## config.mk

```make
export PLATFORM = sky130hd
export DESIGN_NAME = pll_lock_reset_seq
export DESIGN_NICKNAME = d
export VERILOG_FILES = /design/src/rtl/pll_lock_reset_seq_pkg.sv /design/src/rtl/pll_lock_reset_seq_sync_ff.sv /design/src/rtl/pll_lock_reset_seq.sv
export SDC_FILE = /design/constraint.sdc
export NUM_CORES = 1
export LEC_CHECK = 0
export BUFFER_PORTS_ARGS = -buffer_cell sky130_fd_sc_hd__buf_2
export CORE_MARGIN = 2
export CORE_UTILIZATION = 58
export CTS_BUF_LIST = sky130_fd_sc_hd__clkbuf_2 sky130_fd_sc_hd__clkbuf_4 sky130_fd_sc_hd__clkbuf_8
export DETAILED_ROUTE_END_ITERATION = 8
export PLACE_DENSITY = 0.92
export SLEW_MARGIN = 20
export SYNTH_ARGS = -nofsm -noshare
export SYNTH_HDL_FRONTEND = slang
export SYNTH_HIERARCHICAL = 1
export SYNTH_SLANG_ARGS = --single-unit
export TNS_END_PERCENT = 5
```

## constraint.sdc

```tcl
create_clock -name clk -period 1.9 [get_ports clk]
set_input_delay 0.095 -clock clk [delete_from_list [all_inputs] [get_ports clk]]
set_output_delay 0.095 -clock clk [all_outputs]
set_load 0.05 [all_outputs]
```

## src/rtl/pll_lock_reset_seq_pkg.sv

```systemverilog
// Shared definitions for the PLL lock / reset sequencer.
// Holds the FSM state encoding (fixed, visible on state_o for debug),
// the default timing parameters and a helper that sizes the shared
// cycle counter.
package pll_lock_reset_seq_pkg;

  typedef enum logic [1:0] {
    WAIT_LOCK = 2'd0,
    STABILIZE = 2'd1,
    RUN       = 2'd2,
    FAULT     = 2'd3
  } state_t;

  localparam int DEF_STABLE_CYCLES = 1024;
  localparam int DEF_HOLD_CYCLES   = 16;

  // Width of a counter that must reach max(a,b)-1; at least one bit.
  function automatic int cnt_width(input int a, input int b);
    int m;
    m = (a > b) ? a : b;
    return (m > 1) ? $clog2(m) : 1;
  endfunction

endpackage

```

## src/rtl/pll_lock_reset_seq_sync_ff.sv

```systemverilog
// sync_ff: STAGES-deep single-bit synchroniser for an asynchronous flag.
// Ports:
//   clk  - destination clock
//   rst  - synchronous active-high reset, clears every stage to 0
//   d    - asynchronous input flag
//   q    - synchronised flag (last stage); a new d value sampled at
//          edge 0 appears on q after edge STAGES-1
module sync_ff #(
  parameter int STAGES = 2
) (
  input  logic clk,
  input  logic rst,
  input  logic d,
  output logic q
);

  logic [STAGES-1:0] chain_reg;

  always_ff @(posedge clk) begin
    if (rst) begin
      chain_reg <= '0;
    end else begin
      chain_reg <= {chain_reg[STAGES-2:0], d};
    end
  end

  assign q = chain_reg[STAGES-1];

endmodule

```

## src/rtl/pll_lock_reset_seq.sv

```systemverilog
// pll_lock_reset_seq: sequences reset for the PLL-clocked datapath.
// Synchronises the PLL locked flag, keeps sys_rst asserted until lock has
// been stable for STABLE_CYCLES cycles, and on a lock loss in operation
// re-asserts sys_rst for at least HOLD_CYCLES cycles and counts the event.
// Ports:
//   clk             - PLL output clock, the only clock
//   rst             - synchronous active-high reset
//   locked          - PLL lock flag, asynchronous to clk
//   clear_count     - single-cycle pulse, clears lock_lost_count
//   sys_rst         - registered active-high reset for downstream logic
//   ready           - registered, high only in RUN
//   lock_lost_count - saturating count of RUN->FAULT transitions
//   state_o         - current FSM state (debug)
module pll_lock_reset_seq
  import pll_lock_reset_seq_pkg::*;
#(
  parameter int STABLE_CYCLES = DEF_STABLE_CYCLES,
  parameter int HOLD_CYCLES   = DEF_HOLD_CYCLES,
  parameter int SYNC_STAGES   = 2,
  parameter int CNT_W         = 8
) (
  input  logic             clk,
  input  logic             rst,
  input  logic             locked,
  input  logic             clear_count,
  output logic             sys_rst,
  output logic             ready,
  output logic [CNT_W-1:0] lock_lost_count,
  output logic [1:0]       state_o
);

  localparam int CW = cnt_width(STABLE_CYCLES, HOLD_CYCLES);
  localparam logic [CW-1:0]    STABLE_LAST = CW'(STABLE_CYCLES - 1);
  localparam logic [CW-1:0]    HOLD_LAST   = CW'(HOLD_CYCLES - 1);
  localparam logic [CNT_W-1:0] COUNT_SAT   = '1;

  logic locked_s;

  state_t           state_reg, state_next;
  logic [CW-1:0]    cnt_reg, cnt_next;
  logic [CNT_W-1:0] count_reg, count_next;
  logic             sys_rst_reg, sys_rst_next;
  logic             ready_reg, ready_next;
  logic             lost_inc;

  sync_ff #(
    .STAGES(SYNC_STAGES)
  ) u_sync (
    .clk(clk),
    .rst(rst),
    .d  (locked),
    .q  (locked_s)
  );

  always_ff @(posedge clk) begin
    if (rst) begin
      state_reg   <= WAIT_LOCK;
      cnt_reg     <= '0;
      count_reg   <= '0;
      sys_rst_reg <= 1'b1;
      ready_reg   <= 1'b0;
    end else begin
      state_reg   <= state_next;
      cnt_reg     <= cnt_next;
      count_reg   <= count_next;
      sys_rst_reg <= sys_rst_next;
      ready_reg   <= ready_next;
    end
  end

  always_comb begin
    state_next = state_reg;
    cnt_next   = cnt_reg;
    lost_inc   = 1'b0;
    case (state_reg)
      WAIT_LOCK: begin
        if (locked_s) begin
          state_next = STABILIZE;
          cnt_next   = '0;
        end
      end
      STABILIZE: begin
        // A dropout while stabilising is a glitch: restart, do not count.
        if (!locked_s) begin
          state_next = WAIT_LOCK;
        end else if (cnt_reg == STABLE_LAST) begin
          state_next = RUN;
        end else begin
          cnt_next = cnt_reg + 1'b1;
        end
      end
      RUN: begin
        if (!locked_s) begin
          state_next = FAULT;
          cnt_next   = '0;
          lost_inc   = 1'b1;
        end
      end
      FAULT: begin
        // locked_s is deliberately ignored: the hold is always served in full.
        if (cnt_reg == HOLD_LAST) begin
          state_next = WAIT_LOCK;
        end else begin
          cnt_next = cnt_reg + 1'b1;
        end
      end
      default: begin
        state_next = WAIT_LOCK;
        cnt_next   = '0;
      end
    endcase

    // Outputs are decoded from the next state so they change on the same
    // edge as the state register; being single flops they cannot glitch
    // and are mutually exclusive by construction.
    sys_rst_next = (state_next != RUN);
    ready_next   = (state_next == RUN);

    // A clear coinciding with an event leaves exactly that event counted.
    count_next = count_reg;
    if (clear_count) begin
      count_next = lost_inc ? CNT_W'(1) : '0;
    end else if (lost_inc && (count_reg != COUNT_SAT)) begin
      count_next = count_reg + 1'b1;
    end
  end

  assign sys_rst         = sys_rst_reg;
  assign ready           = ready_reg;
  assign lock_lost_count = count_reg;
  assign state_o         = state_reg;

endmodule

```

* After elaboration in Yosys (flattened, before gate mapping)
Index checks and enable logic that the tools add are counted.
** Word-level totals
- Input bits :: 4
- Logic and storage cells :: 42
- Bits in registers :: 24
** Cells by class
- Reductions and logical operators :: 4
- Equal/unequal tests :: 13
- Multiplexer cells :: 17
- $add $sub $neg :: 2
** Operators by type and width (count)
- 10-bit two-way mux :: 5
- 10-bit case mux with 4 select lines :: 1
- 8-bit two-way mux :: 2
- 10-bit by 1-bit adder with 10-bit output (second input constant) :: 1
- 10-bit equality test (second input constant) :: 1
- 10-bit by 4-bit equality test with 1-bit output (second input constant) :: 1
- 2-bit two-way mux :: 5
- 8-bit by 1-bit adder with 8-bit output (second input constant) :: 1
- 2-bit inequality test (second input constant) :: 4
- 8-bit inequality test (second input constant) :: 1
- 2-bit case mux with 4 select lines :: 1
- 2-bit equality test (second input constant) :: 3
- 5-bit AND reduction :: 1
- 2-bit by 1-bit inequality test with 1-bit output (second input constant) :: 2
- 1-bit two-way mux :: 3
- 2-bit by 1-bit equality test with 1-bit output (second input constant) :: 1
- 2-bit logical NOT :: 1
- 2-bit nonzero test :: 1
- 1-bit logical AND :: 1

* Depth between registers and ports, before layout
Gate-level depths: netlist of run 1.
- Word-level depth :: 5
- Gate-level depth with buffers :: 7
- Depth with buffers taken out :: 6

* Hierarchy
Netlist of run 1, hierarchy kept.
** Modules (own cells, without submodules)
- pll_lock_reset_seq :: cells each 126, sequential area each 440.4 µm², instances 1, area each 1051.0 µm²
- sync_ff :: cells each 4, sequential area each 40.0 µm², instances 1, area each 52.6 µm²

* Least setup slack after synthesis of run 1
No wires, ideal clock.
- Path type :: register to register
- From :: reg state_reg[0] (netlist: state_o[0])
- To :: reg cnt_reg[3]
- Data arrival time :: 1.753 ns
- Path buffers :: 2
- Cell stages (with the launch flop) :: 7
- Setup slack :: 0.075 ns
- Required time :: 1.829 ns
- Library setup time :: 0.071 ns
- Cell sequence :: dfxtp_1 buf_2 nand2b_1 a32oi_2 buf_4 or3_1 a21oi_1
** Between the ends
- Cells in the longest elaborated chain, start to end :: 3
** Ends and longest elaborated chain
- start: declaration :: line pll_lock_reset_seq.sv:39 : state_t state_reg, state_next;
- start signal: assignment :: line pll_lock_reset_seq.sv:63 : state_reg <= state_next;
- 2-bit by 1-bit equality test with 1-bit output, or another cell as far along :: line pll_lock_reset_seq.sv:75 : case (state_reg)
- 2-bit by 1-bit inequality test with 1-bit output (no source line) / 2-bit inequality test (equally long branches)
- 5-bit AND reduction (no source line)
- end signal: assignment :: line pll_lock_reset_seq.sv:64 : cnt_reg <= cnt_next;
- end: declaration :: line pll_lock_reset_seq.sv:40 : logic [CW-1:0] cnt_reg, cnt_next;
Several ways; a longest one is shown, not always the timed one.
A chain may end at the register's enable or synchronous reset.

* Final worst setup path of run 1
- From :: reg cnt_reg[1]
- To :: reg cnt_reg[8]
** Between the ends
- Cells in the longest elaborated chain, start to end :: 4
** Ends and longest elaborated chain
- 10-bit by 1-bit adder with 10-bit output :: line pll_lock_reset_seq.sv:89, pll_lock_reset_seq.sv:104
- 10-bit two-way mux :: line pll_lock_reset_seq.sv:86 : end else if (cnt_reg == STABLE_LAST) begin
- 10-bit two-way mux :: line pll_lock_reset_seq.sv:84 : if (!locked_s) begin
- 10-bit case mux with 4 select lines :: line pll_lock_reset_seq.sv:75
Several ways; a longest one is shown, not always the timed one. The select of a mux whose other input is x is not followed.

==> results of run 1 <==
## routing by layer
| layer | vias to the layer above | GRT usage |
|---|---|---|
| li1 | 505 | - |
| met1 | 478 | 0.219 |
| met2 | 26 | 0.424 |
| met3 | 6 | 0.0717 |
| met4 | 0 | 0.0595 |
| met5 | - | 0 |
## stage by stage
| stage | cells | total power (W) | setup TNS, ns | utilization |
|---|---|---|---|---|
| global route | 173 | 0.000934 | -0.000641 | 0.723 |
| CTS | 173 | 0.000910 | 0 | 0.718 |
| global placement | 168 | 0.000547 | 0 | 0.679 |
| floorplan | 130 | 0.000539 | 0 | - |
| detailed placement | 168 | 0.000548 | 0 | 0.679 |
| finish | 173 | 0.000909 | 0 | 0.723 |
## cells by family (layout without fill, tap and decap cells)
group | after synthesis | after routing | synth area share
buffers and inverters | 7 | 25 | 0.0351
AO/OA/AOI/OAI | 29 | 29 | 0.155
flip-flops | 24 | 24 | 0.435
XOR/XNOR | 6 | 6 | 0.0476
adder cells (fa/ha/maj) | 2 | 2 | 0.0227
AND/OR/NAND/NOR | 62 | 62 | 0.304
## timing repair
action / 4_1_cts / 5_1_grt
endpoints found under the setup margin: 1 / 10
pin swaps: 0 / 1
endpoints found under the hold margin: 1 / 0
hold buffers: 1 / 0
gates resized for setup: 2 / 2
## final timing paths
kind	from	end	slack, ns	cells past startpoint
max	cnt_reg[1]	cnt_reg[8]	0.07	7
max reg2reg	cnt_reg[1]	cnt_reg[8]	0.07	7
min reg2reg	u_sync/chain_reg[0]	u_sync/chain_reg[1]	0.48	1
min	rst	cnt_reg[1]	0.04	2
## power by group
part	switching [W]	internal [W]
Sequential	0.00000295	0.000506
Clock	0.000156	0.000213
Combinational	0.0000182	0.0000120
Total	0.000177	0.000731
## layout by cell type, fill, tap and decap left out, drive strengths merged, types with 3 or more instances in the layout
cell type / count
and3: 3
clkbuf: 3
nor2b: 4
dfxtp: 24
or3: 8
nor2: 13
nand4: 6
inv: 3
nand3: 6
xnor2: 4
nor3: 3
buf: 17
a21oi: 13
nand2: 9
o21ai: 9
## final cells by class
type / instances / area [sq um]
repair buffers: 18 / 100
multi-input cells: 99 / 598
well taps: 25 / 31.3
clock inverters: 1 / 30.0
flip-flops and latches: 24 / 482
inverters: 3 / 11.3
clock buffers: 3 / 22.5
fillers: 139 / 489
==> flow_summary.yaml, run 1 <==
pwr:
  powerDensity_nw_per_um2: 713
  p_leak_nw: 0.448
  peakVddDrop_v: 0.000682
layout:
  design_area_sq_um: 1270
  area_growth_syn_to_layout_pct: 15.5
  diodes: 0
  final_nets: 155
  largest_register_ffs: 10
  drive_gt1_frac: 0.196
worst_setup_path:
  crit_type: "reg2reg"
  slowest_stage: "or4_1"
  start_kind: "flop"
  path_max_fanout: 8
  cp_top_family: "simple AND/OR/NAND/NOR gates"
  max_stage_delay_ns: 0.43
  crit_path_cell_trace: "ha_2, and3_4, nand4_1, a32oi_2, buf_4, or4_1, a21oi_1"
  critPathRequiredTime_ns: 2.15
  critPathBufInv: 1
  cp-end-kind: "flop"
  worstPathArrival_ns: 2.08
detailed_routing:
  route.met2.wl_microns: 1250
  routed-via-count: 1015
  firstDrtPassIters: 6
  drc: 0
  wl_met1_microns: 983
  wl_per_cell_microns: 13.8
  drt_iter0_drc: 15
  met3_length_microns: 102
  highest_layer: "met4"
  vias_per_cell: 5.87
  wirelength_microns: 2390
  ant_nets: 0
timing:
  fin_hold_ws_ns: 0.0406
  fmax_ghz: 0.547
  post-route-min-period_ns: 1.83
  finalSetupViolations: 0
  finClkSkew_ns: 0.0114
  maxSlewHeadroom: 0.594
  tightest_slew_ns: 0.608
  hold_viol: 0
  finalCritPeriodShare: 0.963
  setup_ws_ns: 0.0705
  slew_viol_final: 0
global_routing:
  antenna_found_initial: 0
  gr-usage-all-layers: 0.218
  grt_pass1_wl_microns: 3410
  grt_overflow_total: 0
  grt_max_degree: 15
  grt_pass1_vias: 824
yosys:
  yosysUniqueCellTypes: 36
  synth_top_area_frac: 0.435
  ys_ff_latch: 24
  synth_commonest_cells: "dfxtp_1, a21oi_1, nor2_1"
  yosys-top-cells-area: "dfxtp_1, a21oi_1, or3_1, nor2_1, o21ai_1"
  synth_edf_count: 0
  dominantRegCellSynth: "dfxtp_1"
  syn_area_sq_um: 1100
  syn_inst: 130
  synth_most_common_cell: "dfxtp_1"
  yosys_warnings: 6
  syn_nets: 136
  synth-async-reset-ratio: 0
  synth.largest_area_cell: "dfxtp_1"
  syn_area_per_cell_sq_um: 8.49
  ys_seq_area_frac: 0.435
place:
  hpwl_microns: 1630
  pre_cts_ws_ns: 0.0701
  placed_area_sq_um: 1200
  portBuffers: 15
  gp_congestion: 0.823
hold_path:
  hold_path.class: "in2reg"
clocking:
  cts_root_buf: "clkbuf_4"
  cts_inserted_buffers: 3
  clock_latency_ns: 0.32
  cts_max_level: 1
  clockBufferDepth: 2
  path_clk_slew_ns: 0.14
  post_cts.repair.setup_buffers: 0
  cts.sinks: 24
  cts_tree: "done"
status:
  status: "completed"
job:
  max_cap_viol_count: 0
die:
  die-area_sq_um: 2270
  rows: 15
  die_h_microns: 47.6
  die_w_microns: 47.6
  initial_core_util: 0.626
  ioPinCount: 16
  core_sq_um: 1760
No activity file was read; power rests on OpenSTA's default activity.
==> run 2: changes to the inputs <==
Settings changed: CELL_PAD_IN_SITES_DETAIL_PLACEMENT set to 1, CELL_PAD_IN_SITES_GLOBAL_PLACEMENT set to 1, CORE_UTILIZATION 58 to 43, PLACE_DENSITY 0.92 to 0.91.
==> flow_summary.yaml, run 2 (synthesis results as in run 1) <==
die:
  initial_core_util: 0.450
  ioPinCount: 16
  die_h_microns: 54.7
  core_sq_um: 2450
  die-area_sq_um: 2990
  rows: 18
  die_w_microns: 54.7
detailed_routing:
  firstDrtPassIters: 5
  vias_per_cell: 5.76
  wl_per_cell_microns: 16.7
  routed-via-count: 1054
  ant_nets: 0
  drt_iter0_drc: 13
  drc: 0
  wirelength_microns: 3050
timing:
  finalSetupViolations: 0
  hold_viol: 0
  finalCritPeriodShare: 0.972
  finClkSkew_ns: 0.00487
  post-route-min-period_ns: 1.85
  tightest_slew_ns: 0.693
  fmax_ghz: 0.542
  slew_viol_final: 0
  maxSlewHeadroom: 0.537
  rsz0062_at_grt: "true"
layout:
  stdcell_count: 183
  layout.cells.most_common_list: "dfxtp_1, buf_2, nor2_1, a21oi_1, nand2_1"
  area_growth_syn_to_layout_pct: 22.6
  largest_register_ffs: 10
  final_common_cell: "dfxtp_1"
  final_nets: 160
  diodes: 0
  n_fill_cell: 303
  drive_gt1_frac: 0.242
clocking:
  cts_root_buf: "clkbuf_4"
  clock_latency_ns: 0.33
  cts_inserted_buffers: 3
  cts.sinks: 24
  clockBufferDepth: 2
  path_clk_slew_ns: 0.14
  cts_tree: "done"
  cts_max_level: 1
place:
  gp_congestion: 0.800
  portBuffers: 15
  dp.cells: 174
  hpwl_microns: 1960
pwr:
  power_w: 0.000927
  powerDensity_nw_per_um2: 685
  p_leak_nw: 0.482
  peakVddDrop_v: 0.000519
worst_setup_path:
  worstRegToRegCells: 6
  critPathRequiredTime_ns: 2.16
  worstPathArrival_ns: 2.11
  crit_type: "reg2reg"
  cp_top_family: "compound AO/OA/AOI/OAI gates"
  cp_num_cells: 6
  start_kind: "flop"
  r2r_setup_slack_ns: 0.05
  critPathBufInv: 1
  slowest_stage: "dfxtp_1"
  crit_path_cell_trace: "nor4_4, nand4_1, a32oi_4, buf_2, o21ai_1, a21oi_1"
  cp-end-kind: "flop"
  path_max_fanout: 6
  max_stage_delay_ns: 0.41
global_routing:
  grt_pass1_vias: 1015
  grt_max_degree: 15
  grt_overflow_total: 0
  gr-usage-all-layers: 0.209
  grt_pass1_wl_microns: 4420
  antenna_found_initial: 0
status:
  status: "completed"
hold_path:
  whs_path_depth: 2
  hold_path.class: "in2reg"
job:
  max_cap_viol_count: 0
-- run 2: cell count changes in the layout (fill, tap and decap cells not counted), moves of 2 or more --
cell,before,now
a21oi_1,13,11
a21oi_2,0,2
buf_4,2,4
buf_6,0,2
-- run 2: layout make-up --
cell class | count | area [sq um] | area share
sequential | 24 | 483 | 0.357
tap | 30 | 37.5 | 0.0278
clock inverter | 1 | 30.0 | 0.0222
multi-input combinational | 99 | 626 | 0.463
timing repair buffer | 23 | 143 | 0.105
inverter | 3 | 11.3 | 0.00833
clock buffer | 3 | 22.5 | 0.0167
-- run 2: final timing paths --
path | start | to
worst max register to register | cnt_reg[6] | cnt_reg[6]
worst min register to register | u_sync/chain_reg[0] | u_sync/chain_reg[1]
worst max-delay path | cnt_reg[6] | cnt_reg[6]
worst min-delay path | rst | cnt_reg[0]
-- run 2: where the power goes --
group / internal, W / switching [W] / leakage, nW
clock network: 0.000214 / 0.000166 / 0.0279
registers: 0.000506 / 0.00000329 / 0.195
logic: 0.0000154 / 0.0000224 / 0.259
total: 0.000735 / 0.000192 / 0.482
-- run 2: stage by stage --
stage / setup TNS, ns / hold slack [ns] / setup WS, ns / utilization / cell area (sq um)
after floorplan: 0 / 0.164 / 0.0755 / - / 1100
after global placement: 0 / 0.305 / 0.153 / 0.493 / 1210
after detailed placement: 0 / 0.316 / 0.0688 / 0.493 / 1210
after CTS: 0 / 0.0391 / 0.0315 / 0.530 / 1300
after global routing: -0.188 / 0.0301 / -0.0402 / 0.551 / 1350
final: 0 / 0.0295 / 0.0537 / 0.551 / 1350
-- run 2: routing by layer --
| layer | global-route usage | part of all wire | wire length (microns) |
|---|---|---|---|
| met3 | 0.0628 | 0.032 | 98 |
| met1 | 0.208 | 0.39 | 1190 |
| met5 | 0 | 0 | 0 |
| met2 | 0.371 | 0.54 | 1660 |
| met4 | 0.138 | 0.034 | 104 |
-- run 2: timing repair --
item                                   4_1_cts  5_1_grt
gates resized for setup                      3        8
endpoints found under the hold margin        1        0
pin swaps                                    2        1
cloned                                       0        1
buffers inserted                             2        1
setup endpoints to repair                    6        6
hold buffers                                 1        0
-- run 2: worst reg2reg max path, cell delays in order (launching register included) --
cell	delay, ns
dfxtp_1	0.41
nor4_4	0.35
nand4_1	0.22
a32oi_4	0.39
buf_2	0.21
o21ai_1	0.08
a21oi_1	0.13
==> run 3: changes to the inputs <==
Settings changed: SETUP_SLACK_MARGIN set to 0.4.
==> flow_summary.yaml, run 3 (synthesis results as in run 1) <==
status:
  status: "completed"
pwr:
  p_leak_nw: 0.492
  peakVddDrop_v: 0.000666
  power_w: 0.000926
  powerDensity_nw_per_um2: 668
worst_setup_path:
  slowest_stage: "or4_4"
  max_stage_delay_ns: 0.41
  worstPathArrival_ns: 2.06
  cp-end-kind: "flop"
  start_kind: "flop"
  crit_path_cell_trace: "ha_4, and3_4, nand4_1, a32oi_2, buf_6, or4_4, a21oi_2"
  critPathRequiredTime_ns: 2.18
  path_max_fanout: 6
  crit_type: "reg2reg"
place:
  gp_congestion: 0.756
  pre_cts_ws_ns: 0.139
  portBuffers: 15
  hpwl_microns: 1830
  dp.cells: 172
clocking:
  cts_max_level: 1
  cts.sinks: 24
  clock_latency_ns: 0.34
  cts_root_buf: "clkbuf_4"
  path_clk_slew_ns: 0.15
  cts_inserted_buffers: 3
  cts_tree: "done"
  clockBufferDepth: 2
die:
  initial_core_util: 0.450
  die_w_microns: 54.7
  die_h_microns: 54.7
  rows: 18
  die-area_sq_um: 2990
  ioPinCount: 16
  core_sq_um: 2450
timing:
  slew_viol_final: 0
  fin_tns_setup_ns: 0
  setup_ws_ns: 0.127
  fin_hold_ws_ns: 0.0185
  tightest_slew_ns: 0.690
  fmax_ghz: 0.564
  maxSlewHeadroom: 0.539
  finClkSkew_ns: 0.0125
  finalSetupViolations: 0
  post-route-min-period_ns: 1.77
  finalCritPeriodShare: 0.933
  hold_viol: 0
  rsz0062_at_grt: "true"
global_routing:
  grt_max_degree: 15
  grt_pass1_vias: 1027
  gr-usage-all-layers: 0.225
  grt_overflow_total: 0
  antenna_found_initial: 0
  grt_pass1_wl_microns: 4730
layout:
  final_common_cell: "buf_2"
  stdcell_count: 184
  layout.cells.most_common_list: "buf_2, nor2_1, dfxtp_1, a21oi_1"
  diodes: 0
  final_nets: 161
  area_growth_syn_to_layout_pct: 25.6
  n_fill_cell: 304
  drive_gt1_frac: 0.325
  largest_register_ffs: 10
detailed_routing:
  wl_per_cell_microns: 16.4
  firstDrtPassIters: 4
  drc: 0
  vias_per_cell: 5.83
  routed-via-count: 1072
  ant_nets: 0
  wirelength_microns: 3010
  drt_iter0_drc: 16
hold_path:
  hold_path.class: "in2reg"
job:
  max_cap_viol_count: 0
[run 3: cell types whose count changed in the layout (fill, tap and decap cells not counted)]
| cell | previous run | this run |
|---|---|---|
| o21ai_2 | 0 | 1 |
| or4_4 | 0 | 1 |
| ha_4 | 0 | 1 |
| o21ai_1 | 8 | 7 |
| or4_1 | 1 | 0 |
| dfxtp_4 | 0 | 3 |
| buf_4 | 4 | 5 |
| dfxtp_2 | 2 | 9 |
| ha_2 | 1 | 0 |
| a32oi_2 | 0 | 1 |
| dfxtp_1 | 22 | 12 |
| a32oi_4 | 1 | 0 |
[run 3: worst max-delay path: cells and delay by family (launching register included)]
| kind | cells | cell delay [ns] |
|---|---|---|
| fa+ha+maj | 1 | 0.16 |
| flops | 1 | 0.38 |
| compound gates | 2 | 0.27 |
| buf+inv | 1 | 0.16 |
| simple gates | 3 | 0.74 |
[run 3: area by class of cell]
cell class	count	area, sq um	area share
clock buffer	3	22.5	0.0162
tap	30	37.5	0.0271
timing repair buffer	24	150	0.108
sequential	24	503	0.363
multi-input combinational	99	632	0.456
clock inverter	1	30.0	0.0217
inverter	3	11.3	0.00812
[run 3: through the flow]
stage	utilization	cell area (sq um)
floorplan	-	1150
global placement	0.503	1230
detailed placement	0.503	1230
CTS	0.556	1370
global route	0.565	1390
finish	0.565	1390
[run 3: what timing repair did]
item	4_1_cts	5_1_grt
gates cloned	2	0
hold buffers	1	0
endpoints found under the hold margin	1	0
pin swaps	3	2
gates resized for setup	6	5
buffers inserted	5	0
endpoints found under the setup margin	13	18
[run 3: layer usage]
metal	up-vias	global-route usage	share of wire
met5	-	0	0
met2	24	0.421	0.54
met4	0	0.129	0.033
li1	514	-	-
met3	11	0.0246	0.027
met1	523	0.240	0.40
[run 3: report_power, final]
part           switching, W  internal (W)
Combinational     0.0000230     0.0000138
Clock              0.000171      0.000214
Sequential       0.00000311      0.000502
Total              0.000197      0.000730
[run 3: final timing paths]
check | end | slack [ns] | start | cells past startpoint
setup reg to reg | cnt_reg[8] | 0.13 | cnt_reg[0] | 7
hold / removal | cnt_reg[0] | 0.02 | rst | 2
hold reg to reg | u_sync/chain_reg[1] | 0.46 | u_sync/chain_reg[0] | 1
setup / recovery | cnt_reg[8] | 0.13 | cnt_reg[0] | 7
